--- src/rtl/mem_arb_pkg.sv ---
// Shared constants and types for the memory-port arbiter (IF vs LSU).
package mem_arb_pkg;

  // Master identifiers, also used as the grant / owner encoding
  localparam logic MST_IF = 1'b0;
  localparam logic MST_LS = 1'b1;

  // Arbiter FSM states
  typedef enum logic {
    ST_IDLE = 1'b0,
    ST_WAIT = 1'b1
  } state_e;

  // Instruction returned to fetch when memory never answers (addi x0,x0,0)
  localparam logic [31:0] NOP_INSN = 32'h0000_0013;

endpackage

--- src/rtl/mem_port_arbiter_if.sv ---
// Bus bundle between the two requesters, the arbiter and the memory port.
interface mem_port_arbiter_if #(
  parameter int unsigned ADDR_W = 32,
  parameter int unsigned DATA_W = 32
);

  // Instruction fetch channel
  logic              if_req_valid;
  logic              if_req_ready;
  logic [ADDR_W-1:0] if_addr;
  logic              if_resp_valid;
  logic [DATA_W-1:0] if_rdata;
  logic              if_resp_err;

  // Load/store channel
  logic              ls_req_valid;
  logic              ls_req_ready;
  logic [ADDR_W-1:0] ls_addr;
  logic              ls_wen;
  logic [DATA_W-1:0] ls_wdata;
  logic [3:0]        ls_wmask;
  logic              ls_resp_valid;
  logic [DATA_W-1:0] ls_rdata;
  logic              ls_resp_err;

  // Memory port
  logic              mem_req_valid;
  logic              mem_req_ready;
  logic [ADDR_W-1:0] mem_addr;
  logic              mem_wen;
  logic [DATA_W-1:0] mem_wdata;
  logic [3:0]        mem_wmask;
  logic              mem_resp_valid;
  logic [DATA_W-1:0] mem_rdata;

  // Arbiter view
  modport slave (
    input  if_req_valid, if_addr,
    output if_req_ready, if_resp_valid, if_rdata, if_resp_err,
    input  ls_req_valid, ls_addr, ls_wen, ls_wdata, ls_wmask,
    output ls_req_ready, ls_resp_valid, ls_rdata, ls_resp_err,
    output mem_req_valid, mem_addr, mem_wen, mem_wdata, mem_wmask,
    input  mem_req_ready, mem_resp_valid, mem_rdata
  );

  // Requester / memory view
  modport master (
    output if_req_valid, if_addr,
    input  if_req_ready, if_resp_valid, if_rdata, if_resp_err,
    output ls_req_valid, ls_addr, ls_wen, ls_wdata, ls_wmask,
    input  ls_req_ready, ls_resp_valid, ls_rdata, ls_resp_err,
    input  mem_req_valid, mem_addr, mem_wen, mem_wdata, mem_wmask,
    output mem_req_ready, mem_resp_valid, mem_rdata
  );

endinterface

--- src/rtl/mem_arb_grant.sv ---
// Two-way grant selection between IF and LSU.
// MEM_ARB_RR_EN defined: round-robin with grant frozen across a stalled request.
// MEM_ARB_RR_EN undefined: fixed priority, LSU over IF.
module mem_arb_grant
  import mem_arb_pkg::*;
(
  input  logic clock,
  input  logic reset,
  input  logic if_valid,
  input  logic ls_valid,
  input  logic hs,
  input  logic stall,
  output logic grant_c,
  output logic any_valid_c
);

  assign any_valid_c = if_valid | ls_valid;

`ifdef MEM_ARB_RR_EN
  logic rr_ptr;
  logic hold_q;
  logic hold_gnt;
  logic arb_c;

  // Round-robin pick; a lone requester wins regardless of the pointer
  always_comb begin
    arb_c = MST_IF;
    if (if_valid & ls_valid) arb_c = rr_ptr;
    else if (ls_valid)       arb_c = MST_LS;
  end

  // A request presented but not accepted keeps its grant
  assign grant_c = hold_q ? hold_gnt : arb_c;

  // Pointer advances past the winner on every handshake; hold tracks stalls
  always_ff @(posedge clock) begin
    if (!reset) begin
      rr_ptr   <= MST_IF;
      hold_q   <= 1'b0;
      hold_gnt <= MST_IF;
    end else begin
      hold_q   <= stall;
      hold_gnt <= grant_c;
      if (hs) rr_ptr <= ~grant_c;
    end
  end
`else
  logic unused_rr_c;

  assign grant_c     = ls_valid ? MST_LS : MST_IF;
  assign unused_rr_c = ^{clock, reset, hs, stall};
`endif

endmodule

--- src/rtl/mem_port_arbiter.sv ---
// Shares one memory port between instruction fetch and the LSU: one
// outstanding transaction, response steered to its owner, watchdog timeout.
// Optional feature macro: MEM_ARB_RR_EN (round-robin grant).
module mem_port_arbiter
  import mem_arb_pkg::*;
#(
  parameter int unsigned ADDR_W      = 32,
  parameter int unsigned DATA_W      = 32,
  parameter int unsigned TIMEOUT_CYC = 64
) (
  input logic               clock,
  input logic               reset,
  mem_port_arbiter_if.slave bus
);

  localparam int unsigned WDOG_W = $clog2(TIMEOUT_CYC);

  state_e            state;
  logic              owner;
  logic              owner_wen;
  logic [WDOG_W-1:0] wdog;

  logic              grant_c;
  logic              any_valid_c;
  logic              resp_busy_c;
  logic              req_valid_c;
  logic              hs_c;
  logic              stall_c;
  logic              timeout_c;
  logic [ADDR_W-1:0] addr_c;
  logic              wen_c;
  logic [DATA_W-1:0] wdata_c;
  logic [3:0]        wmask_c;

  mem_arb_grant u_grant (
    .clock       (clock),
    .reset       (reset),
    .if_valid    (bus.if_req_valid),
    .ls_valid    (bus.ls_req_valid),
    .hs          (hs_c),
    .stall       (stall_c),
    .grant_c     (grant_c),
    .any_valid_c (any_valid_c)
  );

  // No new request in the cycle that carries a response strobe
  assign resp_busy_c = bus.if_resp_valid | bus.ls_resp_valid;
  assign req_valid_c = (state == ST_IDLE) & any_valid_c & ~resp_busy_c;
  assign hs_c        = req_valid_c & bus.mem_req_ready;
  assign stall_c     = req_valid_c & ~bus.mem_req_ready;
  assign timeout_c   = (wdog == WDOG_W'(TIMEOUT_CYC - 1));

  // Request fields from the granted master; fetch never writes
  always_comb begin
    addr_c  = bus.if_addr;
    wen_c   = 1'b0;
    wdata_c = '0;
    wmask_c = '0;
    if (grant_c == MST_LS) begin
      addr_c  = bus.ls_addr;
      wen_c   = bus.ls_wen;
      wdata_c = bus.ls_wdata;
      wmask_c = bus.ls_wmask;
    end
  end

  assign bus.mem_req_valid = req_valid_c;
  assign bus.mem_addr      = addr_c;
  assign bus.mem_wen       = wen_c;
  assign bus.mem_wdata     = wdata_c;
  assign bus.mem_wmask     = wmask_c;
  assign bus.if_req_ready  = hs_c & (grant_c == MST_IF);
  assign bus.ls_req_ready  = hs_c & (grant_c == MST_LS);

  // Transaction FSM, watchdog and registered response demux
  always_ff @(posedge clock) begin
    if (!reset) begin
      state             <= ST_IDLE;
      owner             <= MST_IF;
      owner_wen         <= 1'b0;
      wdog              <= '0;
      bus.if_resp_valid <= 1'b0;
      bus.if_rdata      <= '0;
      bus.if_resp_err   <= 1'b0;
      bus.ls_resp_valid <= 1'b0;
      bus.ls_rdata      <= '0;
      bus.ls_resp_err   <= 1'b0;
    end else begin
      bus.if_resp_valid <= 1'b0;
      bus.ls_resp_valid <= 1'b0;
      case (state)
        ST_IDLE: begin
          if (hs_c) begin
            owner     <= grant_c;
            owner_wen <= (grant_c == MST_LS) & bus.ls_wen;
            wdog      <= '0;
            state     <= ST_WAIT;
          end
        end
        ST_WAIT: begin
          wdog <= wdog + WDOG_W'(1);
          if (bus.mem_resp_valid) begin
            state <= ST_IDLE;
            if (owner == MST_IF) begin
              bus.if_resp_valid <= 1'b1;
              bus.if_rdata      <= bus.mem_rdata;
              bus.if_resp_err   <= 1'b0;
            end else begin
              bus.ls_resp_valid <= 1'b1;
              bus.ls_rdata      <= owner_wen ? '0 : bus.mem_rdata;
              bus.ls_resp_err   <= 1'b0;
            end
          end else if (timeout_c) begin
            state <= ST_IDLE;
            if (owner == MST_IF) begin
              bus.if_resp_valid <= 1'b1;
              bus.if_rdata      <= DATA_W'(NOP_INSN);
              bus.if_resp_err   <= 1'b1;
            end else begin
              bus.ls_resp_valid <= 1'b1;
              bus.ls_rdata      <= '0;
              bus.ls_resp_err   <= 1'b1;
            end
          end
        end
        default: state <= ST_IDLE;
      endcase
    end
  end

endmodule

--- src/flat_wrapper.sv ---
// flat-port wrapper written by rule: the top's interface ports become plain ports
module mem_port_arbiter_flat import mem_arb_pkg::*;
#(
  parameter int unsigned ADDR_W      = 32,
  parameter int unsigned DATA_W      = 32,
  parameter int unsigned TIMEOUT_CYC = 64
)
  (clock, reset, bus_if_req_valid, bus_if_addr, bus_if_req_ready, bus_if_resp_valid, bus_if_rdata, bus_if_resp_err, bus_ls_req_valid, bus_ls_addr, bus_ls_wen, bus_ls_wdata, bus_ls_wmask, bus_ls_req_ready, bus_ls_resp_valid, bus_ls_rdata, bus_ls_resp_err, bus_mem_req_valid, bus_mem_addr, bus_mem_wen, bus_mem_wdata, bus_mem_wmask, bus_mem_req_ready, bus_mem_resp_valid, bus_mem_rdata);
  mem_port_arbiter_if #(.ADDR_W(ADDR_W), .DATA_W(DATA_W)) bus_i ();
  input logic clock;
  input logic reset;
  input wire logic [$bits(bus_i.if_req_valid)-1:0] bus_if_req_valid;
  input wire logic [$bits(bus_i.if_addr)-1:0] bus_if_addr;
  output wire logic [$bits(bus_i.if_req_ready)-1:0] bus_if_req_ready;
  output wire logic [$bits(bus_i.if_resp_valid)-1:0] bus_if_resp_valid;
  output wire logic [$bits(bus_i.if_rdata)-1:0] bus_if_rdata;
  output wire logic [$bits(bus_i.if_resp_err)-1:0] bus_if_resp_err;
  input wire logic [$bits(bus_i.ls_req_valid)-1:0] bus_ls_req_valid;
  input wire logic [$bits(bus_i.ls_addr)-1:0] bus_ls_addr;
  input wire logic [$bits(bus_i.ls_wen)-1:0] bus_ls_wen;
  input wire logic [$bits(bus_i.ls_wdata)-1:0] bus_ls_wdata;
  input wire logic [$bits(bus_i.ls_wmask)-1:0] bus_ls_wmask;
  output wire logic [$bits(bus_i.ls_req_ready)-1:0] bus_ls_req_ready;
  output wire logic [$bits(bus_i.ls_resp_valid)-1:0] bus_ls_resp_valid;
  output wire logic [$bits(bus_i.ls_rdata)-1:0] bus_ls_rdata;
  output wire logic [$bits(bus_i.ls_resp_err)-1:0] bus_ls_resp_err;
  output wire logic [$bits(bus_i.mem_req_valid)-1:0] bus_mem_req_valid;
  output wire logic [$bits(bus_i.mem_addr)-1:0] bus_mem_addr;
  output wire logic [$bits(bus_i.mem_wen)-1:0] bus_mem_wen;
  output wire logic [$bits(bus_i.mem_wdata)-1:0] bus_mem_wdata;
  output wire logic [$bits(bus_i.mem_wmask)-1:0] bus_mem_wmask;
  input wire logic [$bits(bus_i.mem_req_ready)-1:0] bus_mem_req_ready;
  input wire logic [$bits(bus_i.mem_resp_valid)-1:0] bus_mem_resp_valid;
  input wire logic [$bits(bus_i.mem_rdata)-1:0] bus_mem_rdata;
  assign bus_i.if_req_valid = bus_if_req_valid;
  assign bus_i.if_addr = bus_if_addr;
  assign bus_if_req_ready = bus_i.if_req_ready;
  assign bus_if_resp_valid = bus_i.if_resp_valid;
  assign bus_if_rdata = bus_i.if_rdata;
  assign bus_if_resp_err = bus_i.if_resp_err;
  assign bus_i.ls_req_valid = bus_ls_req_valid;
  assign bus_i.ls_addr = bus_ls_addr;
  assign bus_i.ls_wen = bus_ls_wen;
  assign bus_i.ls_wdata = bus_ls_wdata;
  assign bus_i.ls_wmask = bus_ls_wmask;
  assign bus_ls_req_ready = bus_i.ls_req_ready;
  assign bus_ls_resp_valid = bus_i.ls_resp_valid;
  assign bus_ls_rdata = bus_i.ls_rdata;
  assign bus_ls_resp_err = bus_i.ls_resp_err;
  assign bus_mem_req_valid = bus_i.mem_req_valid;
  assign bus_mem_addr = bus_i.mem_addr;
  assign bus_mem_wen = bus_i.mem_wen;
  assign bus_mem_wdata = bus_i.mem_wdata;
  assign bus_mem_wmask = bus_i.mem_wmask;
  assign bus_i.mem_req_ready = bus_mem_req_ready;
  assign bus_i.mem_resp_valid = bus_mem_resp_valid;
  assign bus_i.mem_rdata = bus_mem_rdata;
  mem_port_arbiter #(.ADDR_W(ADDR_W), .DATA_W(DATA_W), .TIMEOUT_CYC(TIMEOUT_CYC)) u_core (.clock(clock), .reset(reset), .bus(bus_i));
endmodule
--- config.mk ---
export PLATFORM = sky130hd
export DESIGN_NAME = mem_port_arbiter_flat
export DESIGN_NICKNAME = d
export VERILOG_FILES = /design/src/rtl/mem_arb_pkg.sv /design/src/rtl/mem_port_arbiter_if.sv /design/src/rtl/mem_arb_grant.sv /design/src/rtl/mem_port_arbiter.sv /design/src/flat_wrapper.sv
export SDC_FILE = /design/constraint.sdc
export NUM_CORES = 1
export LEC_CHECK = 0
export CAP_MARGIN = 30
export CORE_MARGIN = 3
export CORE_UTILIZATION = 34
export CTS_CLUSTER_DIAMETER = 50
export DETAILED_ROUTE_END_ITERATION = 7
export GPL_ROUTABILITY_DRIVEN = 0
export PLACE_DENSITY = 0.81
export SLEW_MARGIN = 20
export SYNTH_ARGS = -nofsm -noshare
export SYNTH_HDL_FRONTEND = slang
export SYNTH_SLANG_ARGS = --single-unit
--- constraint.sdc ---
create_clock -name clock -period 1.67 [get_ports clock]
set_input_delay 0.334 -clock clock [delete_from_list [all_inputs] [get_ports clock]]
set_output_delay 0.334 -clock clock [all_outputs]
set_load 0.1 [all_outputs]
* After elaboration in Yosys (flattened, before gate mapping)
Index checks and enable logic that the tools add are counted.
** Word-level totals
- Register bits after elaboration :: 77
- Input bits :: 139
- Output and inout bits :: 140
- Logic and storage cells :: 64
** Cells by class
- $add $sub $neg :: 1
- Equality and inequality tests :: 2
- Mux-type cells :: 34
- Bitwise gates (word level) :: 12
- Reduce and logical (&&, ||, !) cells :: 5
** Operators with widths (number)
- two-way mux 32 bit :: 11
- two-way mux 1 bit :: 19
- case mux 6 bit (2 select lines) :: 1
- adder 6 x 1 -> 6 bit, second input constant :: 1
- bitwise AND 1 bit :: 6
- == test 6 bit, second input constant :: 1
- two-way mux 6 bit :: 1
- AND reduction 3 bit :: 2
- two-way mux 4 bit :: 1
- inverter 1 bit :: 4
- AND reduction 2 bit :: 2
- inequality test 2 x 1 -> 1 bit, second input constant :: 1
- bitwise OR 1 bit :: 2
- case mux 1 bit (2 select lines) :: 1
- nonzero test 2 bit :: 1

* Depth between registers and ports, before layout
Gate-level depths: netlist of run 1.
- Depth in word-level cells :: 6
- Depth in mapped cells :: 6
- Mapped depth without buffers :: 4

* Hierarchy
A second synthesis of run 1 with hierarchy kept.
** Unflattened totals
- Cell total of the unflattened synthesis :: 431
- Area, all modules :: 3694.8 sq um
** By module, submodules not included
- mem_port_arbiter :: times used 1, cells each 429, area each 3681.0 sq um, sequential area each 1541.5 sq um
- mem_arb_grant :: times used 1, cells each 2, area each 13.8 sq um, sequential area each 0.0 sq um

* Least setup slack after synthesis of run 1
OpenSTA, ideal clock, no wires.
- Kind :: register -> output
- Start :: register u_core.bus.ls_resp_valid
- End :: output bus_if_req_ready
- Arrival time :: 3.338 ns
- Data required time :: 1.336 ns
- Path slack :: -2.002 ns
- Stages on the path, launching flop included :: 4
- Path buffers :: 1
- Cell sequence :: dfxtp_1 > or3_1 > buf_2 > nor3_1
** Between the ends
- Word-level cells in the longest chain between the ends :: 5
** RTL lines
- start: declaration :: line mem_port_arbiter_if.sv:41 : output ls_req_ready, ls_resp_valid, ls_rdata, ls_resp_err,
- start signal: assignment :: line mem_port_arbiter.sv:85 : bus.ls_resp_valid <= 1'b0;
- start signal: assignment :: line mem_port_arbiter.sv:90 : bus.ls_resp_valid <= 1'b0;
- start signal: assignment :: line mem_port_arbiter.sv:109 : bus.ls_resp_valid <= 1'b1;
- bitwise OR 1 bit :: line mem_port_arbiter.sv:47 : assign resp_busy_c = bus.if_resp_valid | bus.ls_resp_valid;
- inverter 1 bit :: line mem_port_arbiter.sv:48 : assign req_valid_c = (state == ST_IDLE) & any_valid_c & ~resp_busy_c;
- bitwise AND 1 bit :: line mem_port_arbiter.sv:48
- bitwise AND 1 bit :: line mem_port_arbiter.sv:49 : assign hs_c = req_valid_c & bus.mem_req_ready;
- bitwise AND 1 bit :: line mem_port_arbiter.sv:72 : assign bus.if_req_ready = hs_c & (grant_c == MST_IF);
- end: declaration :: line flat_wrapper.sv:14 : output wire logic [$bits(bus_i.if_req_ready)-1:0] bus_if_req_ready;
Every way passes these cells.

* Final worst setup path of run 1
- Start :: register u_core.bus.if_resp_valid
- End :: output bus_mem_req_valid
** Between the ends
- Word-level cells in the longest chain between the ends :: 3
** RTL lines
- start: declaration :: line mem_port_arbiter_if.sv:39 : output if_req_ready, if_resp_valid, if_rdata, if_resp_err,
- start signal: assignment :: line mem_port_arbiter.sv:82 : bus.if_resp_valid <= 1'b0;
- start signal: assignment :: line mem_port_arbiter.sv:89 : bus.if_resp_valid <= 1'b0;
- start signal: assignment :: line mem_port_arbiter.sv:105 : bus.if_resp_valid <= 1'b1;
- bitwise OR 1 bit :: line mem_port_arbiter.sv:47
- inverter 1 bit :: line mem_port_arbiter.sv:48
- bitwise AND 1 bit :: line mem_port_arbiter.sv:48
- end: declaration :: line flat_wrapper.sv:27 : output wire logic [$bits(bus_i.mem_req_valid)-1:0] bus_mem_req_valid;
Every way passes these cells.

==> results.md, run 1 <==
* Outcome: finished, violations left
* Violated checks: setup timing
* Final Worst Setup Slack at -0.194 ns
* CTS tree: done
* Internal at ~0.0036 W
* ANT nets after route at 0
* Static leakage at 3.60 nW
* R2r startpoint: u_core.wdog[1]
* Number of synthesized flops with an enable pin at 0
* Clock Sink Count at 77
* Comb power frac at 0.436
* Cell depth of the worst flop-to-flop path at 6
* Mapped Cells at 429
* Endpoint class of the critical path: primary output
* Synth cell types at 39
* Fin nets at 864
* Worst slew pin tran at 0.367 ns
* R2r endpoint: u_core.bus.ls_rdata[19]
* Rows at 37
* I/O pins at 279
* Hold Fails Final Rpt at 0
* # hold bufs at CTS at 0
* Vias in the first global route at 4511
* Pwr per Cell Area at between 600 and 700 nW/um^2
* Clock buffer depth at 2
* DR WL/cell at 19.4 um
* Port bufs at about 280
* Vias per inst at 5.00
* Fmax at 536 MHz
* Area contributors post-synth: dfxtp_1 42%, nand2_1 13%, mux2_2 9.8%
* Setup Skew at between 0.006 and 0.007 ns
* DRC viols at 0
* Initial antenna violation count at 0
* Hold path cells at 2
* Startpoint types: flip-flop
* Power share of the clock group at 0.239
* Worst IR drop on VDD at 0.535 mV
* Total CTS buffers at 9
* Design Area, Final at roughly 8600 um^2
* Count of final setup violators at 3
* Max-slew headroom at 0.754
* Worst-path clk slew at 0.08 ns
* Die Y at between 100 and 150 um
* Initial DRC Count at 291
* Hold_sp: reset
* CTS H-tree lvls at 3
* GR Util All Layers at 0.271
* Tmin final at 1.86 ns
* Core area at between 10000 and 15000 um^2
* Post-synth ARST share at 0
* Worst Path Arrival at 1.53 ns
* Final Cycle Share at 1.12
* Vias post-DR at between 4000 and 5000
* CTS root buffer: clkbuf_8
* Yosys warning count at 0
* Crit path max fanout at 2
* Syn avg cell area at 8.58 um^2
* Area delta synth->final at 132%
* Max incr delay on CP at 0.42 ns
* WHS Endpoint: u_core.state
* Sw Ratio at 0.384
* FILL cells at around 610
* Mapped Area at roughly 3700 um^2
* Max Cap Viol at 0
* First-pass GRT wire length at around 25000 um
* Critical-path cell list: or3_4, buf_6, nor2_4, buf_12
* Worst min path class: in2reg
* Pre-CTS setup slack at -0.177 ns
* Seq pwr share at 0.326
* Final wirelength at 16800 um
* Crit path required time at about 1.3 ns
* Sw power at 0.00226 W
* Fin. max-slew vios at 0
* Initial core utilization at 0.353
* Crit path max-delay cell type: or3_4
* Most common flop cell mapped by yosys: dfxtp_1
* Critical path class: reg2out
* DPL Wire Length at 13700 um
* GR Overflow Total at 0
* Unrepaired setup endpoints after global routing: true
* Clk Latency, worst-skew pair at 0.35 ns
* R2R Setup Slk at 0.05 ns
* Synth Net Count at approximately 570
* Synth area leader: dfxtp_1
* Top-area cell type share of the netlist area at 0.419
* Share of cells above drive strength 1 at 0.394
* DIE AREA at between 10000 and 15000 um^2
* Largest net degree at the start of global routing at 80
* Number of synthesized register bits at 77
* Seq/Total Area, Yosys at 0.419
* DRT Pass-1 Iters at 5
* Chip Width at 110 um
* Antenna diode count at 0
* Placed cell areas at between 8000 and 9000 um^2
[state kept, by name, indices dropped and copies added, names as in the netlist]
| signal | count |
|---|---|
| u_core.bus.if_rdata | 32 |
| u_core.bus.if_resp_err | 1 |
| u_core.bus.if_resp_valid | 1 |
| u_core.bus.ls_rdata | 32 |
| u_core.bus.ls_resp_err | 1 |
| u_core.bus.ls_resp_valid | 1 |
| u_core.owner | 1 |
| u_core.owner_wen | 1 |
| u_core.state | 1 |
| u_core.wdog | 6 |
[critical path, delay by kind of cell, from the launching register on]
family                 cells  cell delay [ns]
buffers and inverters      2             0.32
flip-flops                 1             0.35
AND/OR/NAND/NOR            2             0.51
[logic make-up after synthesis]
group	count (synthesis)	synth area share
AOI/OAI and AO/OA	56	0.108
adders and majority gates	1	0.00340
buffers and inverters	39	0.0479
DFF	77	0.419
muxes	64	0.185
and+or+nand+nor	192	0.237
[synth_stat cells (3+ instances only)]
master	number
o211ai_1	4
nand4_1	4
o21ai_0	4
clkbuf_1	19
or3_1	3
nand2_1	129
o221a_2	3
buf_4	5
mux2_2	32
mux2i_1	32
dfxtp_1	77
o22ai_1	29
and2_1	37
nor3_1	3
nor2_1	5
buf_2	9
a21oi_1	6
[how the worst max path moves through the flow]
stage | depth (start not counted) | slack, ns | from | endpoint
after floorplan | 3 | -0.43 | u_core.bus.ls_resp_valid | bus_if_req_ready
after global placement | 5 | -0.07 | u_core.wdog[0] | u_core.bus.if_rdata[7]
after detailed placement | 6 | -0.18 | bus_mem_resp_valid | u_core.bus.ls_rdata[19]
after CTS | 4 | -0.19 | u_core.bus.if_resp_valid | bus_mem_req_valid
after global routing | 4 | -0.24 | u_core.bus.if_resp_valid | bus_mem_req_valid
final | 4 | -0.19 | u_core.bus.if_resp_valid | bus_mem_req_valid
[what timing repair did]
item | 4_1_cts | 5_1_grt
resized for setup | 7 | 2
buffers inserted | 8 | 2
cloned | 0 | 0
endpoints found under the setup margin | 35 | 4
endpoints found under the hold margin | 0 | 0
pin swaps | 5 | 1
[power by group through the flow]
stage	combinational, W	clock [W]	sequential, W
floorplan	0.00117	0	0.00216
global placement	0.00249	0	0.00195
detailed placement	0.00252	0	0.00195
CTS	0.00255	0.00142	0.00191
global route	0.00263	0.00150	0.00192
finish	0.00256	0.00140	0.00191
[per-layer routing]
metal	track usage	part of all wire
met1	0.289	0.34
met2	0.492	0.53
met3	0.100	0.10
met4	0.0908	0.028
met5	0	0
[layout by cell type, fill, tap and decap left out, drive strengths merged, types with 2 or more instances in the layout]
cell           count
a311oi             2
a21oi              6
inv                5
o211ai             4
clkbuf             9
o221a              3
or3                3
nor2               5
clkdlybuf4s50    136
or2                2
mux2i             32
nor3               3
clkinv             3
clkinvlp           2
o22ai             29
nand4              4
buf              183
nand3              3
o21a               2
nand2            129
and2              37
mux2              32
o21ai              5
nand3b             2
dfxtp             77
[layout make-up]
| cell class | count | area [um^2] | area share |
|---|---|---|---|
| Inverter | 4 | 18.8 | 0.00219 |
| Multi-Input combinational cell | 313 | 2050 | 0.240 |
| Timing Repair Buffer | 319 | 4560 | 0.534 |
| Clock inverter | 7 | 71.3 | 0.00834 |
| Clock buffer | 9 | 124 | 0.0145 |
| Sequential cell | 77 | 1550 | 0.182 |
| Tap cell | 136 | 170 | 0.0199 |
[per-stage QoR]
stage	utilization	hold slack, ns	total power (W)	std cells	setup TNS [ns]
global route	0.821	0.304	0.00605	865	-0.610
finish	0.821	0.306	0.00587	865	-0.462
CTS	0.819	0.293	0.00589	863	-0.481
detailed placement	0.792	0.484	0.00448	839	-4.54
floorplan	-	0.449	0.00333	429	-0.525
global placement	0.792	0.468	0.00445	839	-1.11
Power figures use the tool's default switching activity.
==> run 2: changes to the inputs <==
--- a/config.mk
+++ b/config.mk
@@ -11,8 +11,8 @@
 export CTS_CLUSTER_DIAMETER = 50
 export DETAILED_ROUTE_END_ITERATION = 7
 export GPL_ROUTABILITY_DRIVEN = 0
+export GPL_TIMING_DRIVEN = 0
 export PLACE_DENSITY = 0.81
-export SLEW_MARGIN = 20
 export SYNTH_ARGS = -nofsm -noshare
 export SYNTH_HDL_FRONTEND = slang
 export SYNTH_SLANG_ARGS = --single-unit
==> results.md, run 2 (synthesized netlist as in run 1, its figures left out) <==
* Outcome: finished, violations left
* Violated checks: setup timing
* DRT Pass-1 Iters at 4 (-1)
* DIE AREA at 12100 um^2 (unchanged)
* First-pass GRT wire length at 25100 um (+1.2%)
* Sequential cell area at 1560 um^2 (+0.32%)
* Clk Latency, worst-skew pair at 0.36 ns (about the same)
* Worst slew pin tran at 0.579 ns (+0.211 ns)
* Antenna diode count at 0 (unchanged)
* Largest net degree at the start of global routing at 20 (-75%)
* # hold bufs at CTS at 0 (unchanged)
* Worst Path Arrival at 1.62 ns (+0.09 ns)
* Max incr delay on CP at 0.38 ns (-0.04 ns)
* Core area at 10400 um^2 (unchanged)
* GR Overflow Total at 0 (unchanged)
* Initial core utilization at 0.353 (unchanged)
* Area delta synth->final at 109%
* Clock buffer depth at 2 (unchanged)
* Tmin final at 1.96 ns (+0.0908 ns)
* Fin nets at 870 (+0.69%)
* Vias in the first global route at 4632 (+2.7%)
* Clock Sink Count at 77 (unchanged)
* Die Y at 110 um (unchanged)
* Chip Width at 110 um (unchanged)
* Total CTS buffers at 9 (unchanged)
* Initial DRC Count at 223 (-23%)
* Final wirelength at 16900 um (+0.39%)
* Leading cell type in the layout, fill and taps excluded: clkdlybuf4s50_1
* Initial antenna violation count at 0 (unchanged)
* Fin. max-slew vios at 0 (unchanged)
* Final Cycle Share at 1.17 (+0.0544)
* FILL cells at 761 (+25%)
* Crit path max fanout at 4 (+2)
* Placed cell areas at 6940 um^2 (-16%)
* ANT nets after route at 0 (unchanged)
* Worst IR drop on VDD at 0.544 mV (+1.6%)
* Critical-path cell list: or3_1, buf_6, nor3_4, buf_12
* DPL Wire Length at 12900 um (-5.5%)
* Design Area, Final at 7690 um^2 (-10%)
* I/O pins at 279 (unchanged)
* Top delay family on crit path: simple AND/OR/NAND/NOR gates
* Crit path required time at 1.34 ns (about the same)
* Rows at 37 (unchanged)
* Static leakage at 3.25 nW (-9.7%)
* Finished Core Util at 0.738 (-0.0828)
* Most frequent cells in the layout: 137 x clkdlybuf4s50_1, 129 x nand2_1, 72 x dfxtp_1
* CTS root buffer: clkbuf_8
* Setup Skew at 0.00857 ns (+0.00164 ns)
* Final Worst Setup Slack at -0.285 ns (-0.0908 ns)
* CTS tree: done
* Count of final setup violators at 3 (unchanged)
* Pre-CTS setup slack at -1.49 ns (-1.31 ns)
* Worst-path clk slew at 0.08 ns (about the same)
* DRC viols at 0 (unchanged)
* GR Util All Layers at 0.274 (+0.00285)
* Vias per inst at 5.00 (+0.11%)
* Hold Fails Final Rpt at 0 (unchanged)
* Vias post-DR at 4359 (+0.81%)
* Critical path class: reg2out
* Port bufs at 278 (unchanged)
* Pwr per Cell Area at 745 nW/um^2 (+8.4%)
* DR WL/cell at 19.4 um (-0.30%)
* Startpoint types: flip-flop
* Crit path max-delay cell type: or3_1
* CP bufs+invs at 2 (unchanged)
* Total Power at 0.00573 W (-2.5%)
* Fmax at 511 MHz (-4.6%)
* Endpoint class of the critical path: primary output
* Max-slew headroom at 0.616 (-0.138)
* Area of the multi-input gates at 2120 um^2 (+3.3%)
* Max Cap Viol at 0 (unchanged)
* Largest registers: u_core.bus.if_rdata x32, u_core.bus.ls_rdata x32, u_core.wdog x6
* Final hold slack at 0.468 ns (+0.162 ns)
* Unrepaired setup endpoints after global routing: true
* Share of cells above drive strength 1 at 0.384 (-0.0100)
* Worst min path class: reg2reg
* CTS H-tree lvls at 3 (unchanged)
-- run 2: area by class of cell --
cell class              count  share of cell area
clock buffers              10              0.0166
plain buffers              32              0.0316
clock inverters             6             0.00928
repair buffers            293               0.440
flip-flops and latches     77               0.203
multi-input cells         313               0.275
inverters                   4             0.00244
well taps                 136              0.0221
-- run 2: tightest hold or removal path, delay by kind of cell (launching register included) --
kind             cells  cell delay [ns]
AND/OR/NAND/NOR      1             0.05
flip-flops           1             0.32
multiplexers         1             0.06
-- run 2: power breakdown --
part           internal [W]  total (W)  leakage [nW]  switching, W
logic              0.000874    0.00237          2.53       0.00150
registers           0.00187    0.00190         0.626     0.0000287
clock network      0.000704    0.00146        0.0935      0.000753
-- run 2: what timing repair did --
| item | 4_1_cts | 5_1_grt |
|---|---|---|
| pin swaps | 4 | 2 |
| setup endpoints to repair | 199 | 65 |
| setup buffers | 10 | 2 |
| gates resized for setup | 740 | 21 |
| cloned | 3 | 0 |
-- run 2: worst paths after layout --
check | start | endpoint | slack [ns] | cells past startpoint
max | u_core.bus.if_resp_valid | bus_if_req_ready | -0.29 | 4
min | u_core.bus.ls_rdata[28] | u_core.bus.ls_rdata[28] | 0.47 | 2
max reg2reg | u_core.wdog[0] | u_core.bus.if_rdata[10] | 0.11 | 6
min reg2reg | u_core.bus.ls_rdata[28] | u_core.bus.ls_rdata[28] | 0.47 | 2
-- run 2: through the flow --
stage               std cells  setup TNS [ns]
global route              871          -0.822
global placement          843         -120.67
finish                    871          -0.681
CTS                       871          -0.727
detailed placement        851         -124.65
floorplan                 429          -0.525
-- run 2: per-layer routing --
metal	vias to the layer above	track usage	wire length, um	part of all wire
met1	2044	0.307	6160	0.37
met3	39	0.0874	1570	0.093
met4	0	0.113	615	0.036
met5	-	0	0	0
met2	205	0.479	8520	0.51
li1	2071	-	-	-
==> run 3: changes to the inputs <==
--- a/config.mk
+++ b/config.mk
@@ -6,13 +6,12 @@
 export NUM_CORES = 1
 export LEC_CHECK = 0
 export CAP_MARGIN = 30
-export CORE_MARGIN = 3
-export CORE_UTILIZATION = 34
-export CTS_CLUSTER_DIAMETER = 50
+export CORE_AREA = 2 2 108 110
 export DETAILED_ROUTE_END_ITERATION = 7
+export DIE_AREA = 0 0 110 112
 export GPL_ROUTABILITY_DRIVEN = 0
 export GPL_TIMING_DRIVEN = 0
-export PLACE_DENSITY = 0.81
+export PLACE_DENSITY = 0.79
 export SYNTH_ARGS = -nofsm -noshare
 export SYNTH_HDL_FRONTEND = slang
 export SYNTH_SLANG_ARGS = --single-unit
==> results.md, run 3 (synthesized netlist as in run 1, its figures left out) <==
* Outcome: finished, violations left
* Violated checks: setup timing
* Crit path max-delay cell type: or3_1
* Worst IR drop on VDD at 0.550 mV (+1.1%)
* Final hold slack at 0.458 ns (-0.00991 ns)
* Sw power at 0.00231 W (+1.5%)
* Max Cap Viol at 0 (unchanged)
* Initial DRC Count at 308 (+38%)
* Max incr delay on CP at 0.38 ns (about the same)
* Sequential cell area at 1560 um^2 (+0.24%)
* Clk Latency, worst-skew pair at 0.33 ns (-0.03 ns)
* Vias post-DR at 4362 (+0.069%)
* Total CTS buffers at 9 (unchanged)
* Placed cell areas at 6970 um^2 (+0.52%)
* I/O pins at 279 (unchanged)
* Placed cells at 859 (+0.94%)
* Area delta synth->final at 108%
* DR WL/cell at 19.0 um (-2.1%)
* TNS Setup at -0.489 ns (+0.192 ns)
* GR Util All Layers at 0.261 (-0.0132)
* Most frequent cells in the layout: 137 x clkdlybuf4s50_1, 128 x nand2_1, 71 x dfxtp_1
* CTS H-tree lvls at 3 (unchanged)
* Worst setup path start: u_core.bus.ls_resp_valid
* Layout Cells excl Fill at 876 (+0.57%)
* Leading cell type in the layout, fill and taps excluded: clkdlybuf4s50_1
* First-pass GRT wire length at 24500 um (-2.5%)
* Top delay family on crit path: simple AND/OR/NAND/NOR gates
* DRT Pass-1 Iters at 5 (+1)
* Design Area, Final at 7660 um^2 (-0.42%)
* Total Power at 0.00632 W (+10%)
* Clock Sink Count at 77 (unchanged)
* Pwr per Cell Area at 825 nW/um^2 (+11%)
* Crit path max fanout at 4 (unchanged)
* DIE AREA at 12300 um^2 (+1.8%)
* Critical path class: reg2out
* Chip Width at 110 um (about the same)
* CTS root buffer: clkbuf_16
* Area of the multi-input gates at 2070 um^2 (-2.1%)
* Fin. max-slew vios at 0 (unchanged)
* Sw Ratio at 0.366 (-0.0317)
* Worst slew pin tran at 0.590 ns (+0.0109 ns)
* GR Overflow Total at 0 (unchanged)
* Endpoint class of the critical path: primary output
* Clock buffer depth at 2 (unchanged)
* Largest registers: u_core.bus.if_rdata x32, u_core.bus.ls_rdata x32, u_core.wdog x6
* Final Cycle Share at 1.16 (-0.0151)
* ANT nets after route at 0 (unchanged)
* Seq pwr share at 0.301 (-0.031)
* Max-slew headroom at 0.609 (-0.00721)
* Critical-path cell list: or3_1, buf_6, nor3_4, buf_12
* CTS tree: done
* Share of cells above drive strength 1 at 0.386 (+0.00241)
* FILL cells at 846 (+11%)
* Core area at 11200 um^2 (+7.3%)
* Fmax at 518 MHz (+1.3%)
* Final wirelength at 16600 um (-1.5%)
* Vias in the first global route at 4453 (-3.9%)
* Crit path required time at 1.34 ns (about the same)
* Die Y at 112 um (+1.8%)
* Rows at 39 (+5.4%)
* Final Worst Setup Slack at -0.260 ns (+0.0252 ns)
* Unrepaired setup endpoints after global routing: true
* CP endpoint: bus_if_req_ready
* Internal at 0.00400 W (+16%)
* Worst min path class: reg2reg
* Number of cells on the critical path at 4 (unchanged)
* Initial antenna violation count at 0 (unchanged)
* Largest net degree at the start of global routing at 20 (unchanged)
* Port bufs at 278 (unchanged)
* Power share of the clock group at 0.335 (+0.081)
* R2r endpoint: u_core.bus.if_rdata[11]
* Worst-path clk slew at 0.06 ns (-0.02 ns)
* Fin nets at 868 (-0.23%)
* Static leakage at 3.20 nW (-1.5%)
* Cell depth of the worst flop-to-flop path at 7 (+1)
* R2r startpoint: u_core.wdog[0]
* # hold bufs at CTS at 0 (unchanged)
* R2R Setup Slk at 0.05 ns (-0.06 ns)
* Antenna diode count at 0 (unchanged)
* Setup Skew at 0.0121 ns (+0.00357 ns)
* Comb power frac at 0.363 (-0.051)
* CP bufs+invs at 2 (unchanged)
* DPL Wire Length at 13200 um (+2.4%)
* Startpoint types: flip-flop
* Count of final setup violators at 3 (unchanged)
* Vias per inst at 4.98 (-0.50%)
* Initial core utilization at 0.329 (-0.0240)
* Tmin final at 1.93 ns (-0.0252 ns)
* Worst Path Arrival at 1.60 ns (-0.02 ns)
* Hold Fails Final Rpt at 0 (unchanged)
* DRC viols at 0 (unchanged)
-- run 3: cell types whose count changed in the layout (fill, tap and decap cells not counted), sizes merged --
cell / change
clkinvlp: -2
clkdlybuf4s18: -1
inv: +1
buf: -3
clkdlybuf4s15: +2
bufinv: +1
-- run 3: how the worst min path moves through the flow --
| stage | endpoint | startpoint | slack [ns] | depth (start not counted) |
|---|---|---|---|---|
| after floorplan | u_core.owner_wen | u_core.owner_wen | 0.45 | 2 |
| after global placement | u_core.bus.ls_rdata[25] | u_core.bus.ls_rdata[25] | 0.44 | 2 |
| after detailed placement | u_core.bus.ls_rdata[0] | u_core.bus.ls_rdata[0] | 0.45 | 2 |
| after CTS | u_core.bus.ls_rdata[18] | u_core.bus.ls_rdata[18] | 0.46 | 2 |
| after global routing | u_core.bus.ls_rdata[7] | u_core.bus.ls_rdata[7] | 0.48 | 2 |
| final | u_core.bus.ls_rdata[29] | u_core.bus.ls_rdata[29] | 0.46 | 2 |
-- run 3: routing by layer --
metal  track usage  part of all wire
met4        0.0717             0.017
met1         0.303              0.38
met5             0                 0
met3        0.0820             0.093
met2         0.456              0.51
-- run 3: worst register-to-register path: stages (launching register included) --
cell     delay [ns]
dfxtp_4        0.38
ha_4           0.18
nand2_2        0.09
o41ai_4        0.34
buf_4          0.20
buf_4          0.11
buf_6          0.12
o22ai_1        0.08
-- run 3: what timing repair did --
action | in CTS | in global routing
cloned | 1 | 1
pin swaps | 4 | 3
setup endpoints to repair | 190 | 112
buffers inserted | 6 | 3
gates resized for setup | 675 | 56
-- run 3: cell type report --
cell class                      count  area share
Inverter                            4     0.00245
Buffer                             33      0.0327
Multi-Input combinational cell    313       0.271
Clock buffer                       10      0.0299
Tap cell                          143      0.0234
Timing Repair Buffer              290       0.425
Sequential cell                    77       0.204
Clock inverter                      6      0.0121
-- run 3: through the flow --
| step | setup slack (ns) | utilization |
|---|---|---|
| finish | -0.260 | 0.685 |
| global route | -0.297 | 0.685 |
| CTS | -0.268 | 0.668 |
| detailed placement | -1.52 | 0.624 |
| global placement | -1.59 | 0.602 |
| floorplan | -0.429 | - |
-- run 3: power by group through the flow --
stage | Clock, W | Combinational, W | Sequential, W
after floorplan | 0 | 0.00117 | 0.00216
after global placement | 0 | 0.00209 | 0.00194
after detailed placement | 0 | 0.00217 | 0.00194
after CTS | 0.00217 | 0.00224 | 0.00190
after global routing | 0.00224 | 0.00237 | 0.00191
final | 0.00212 | 0.00230 | 0.00190
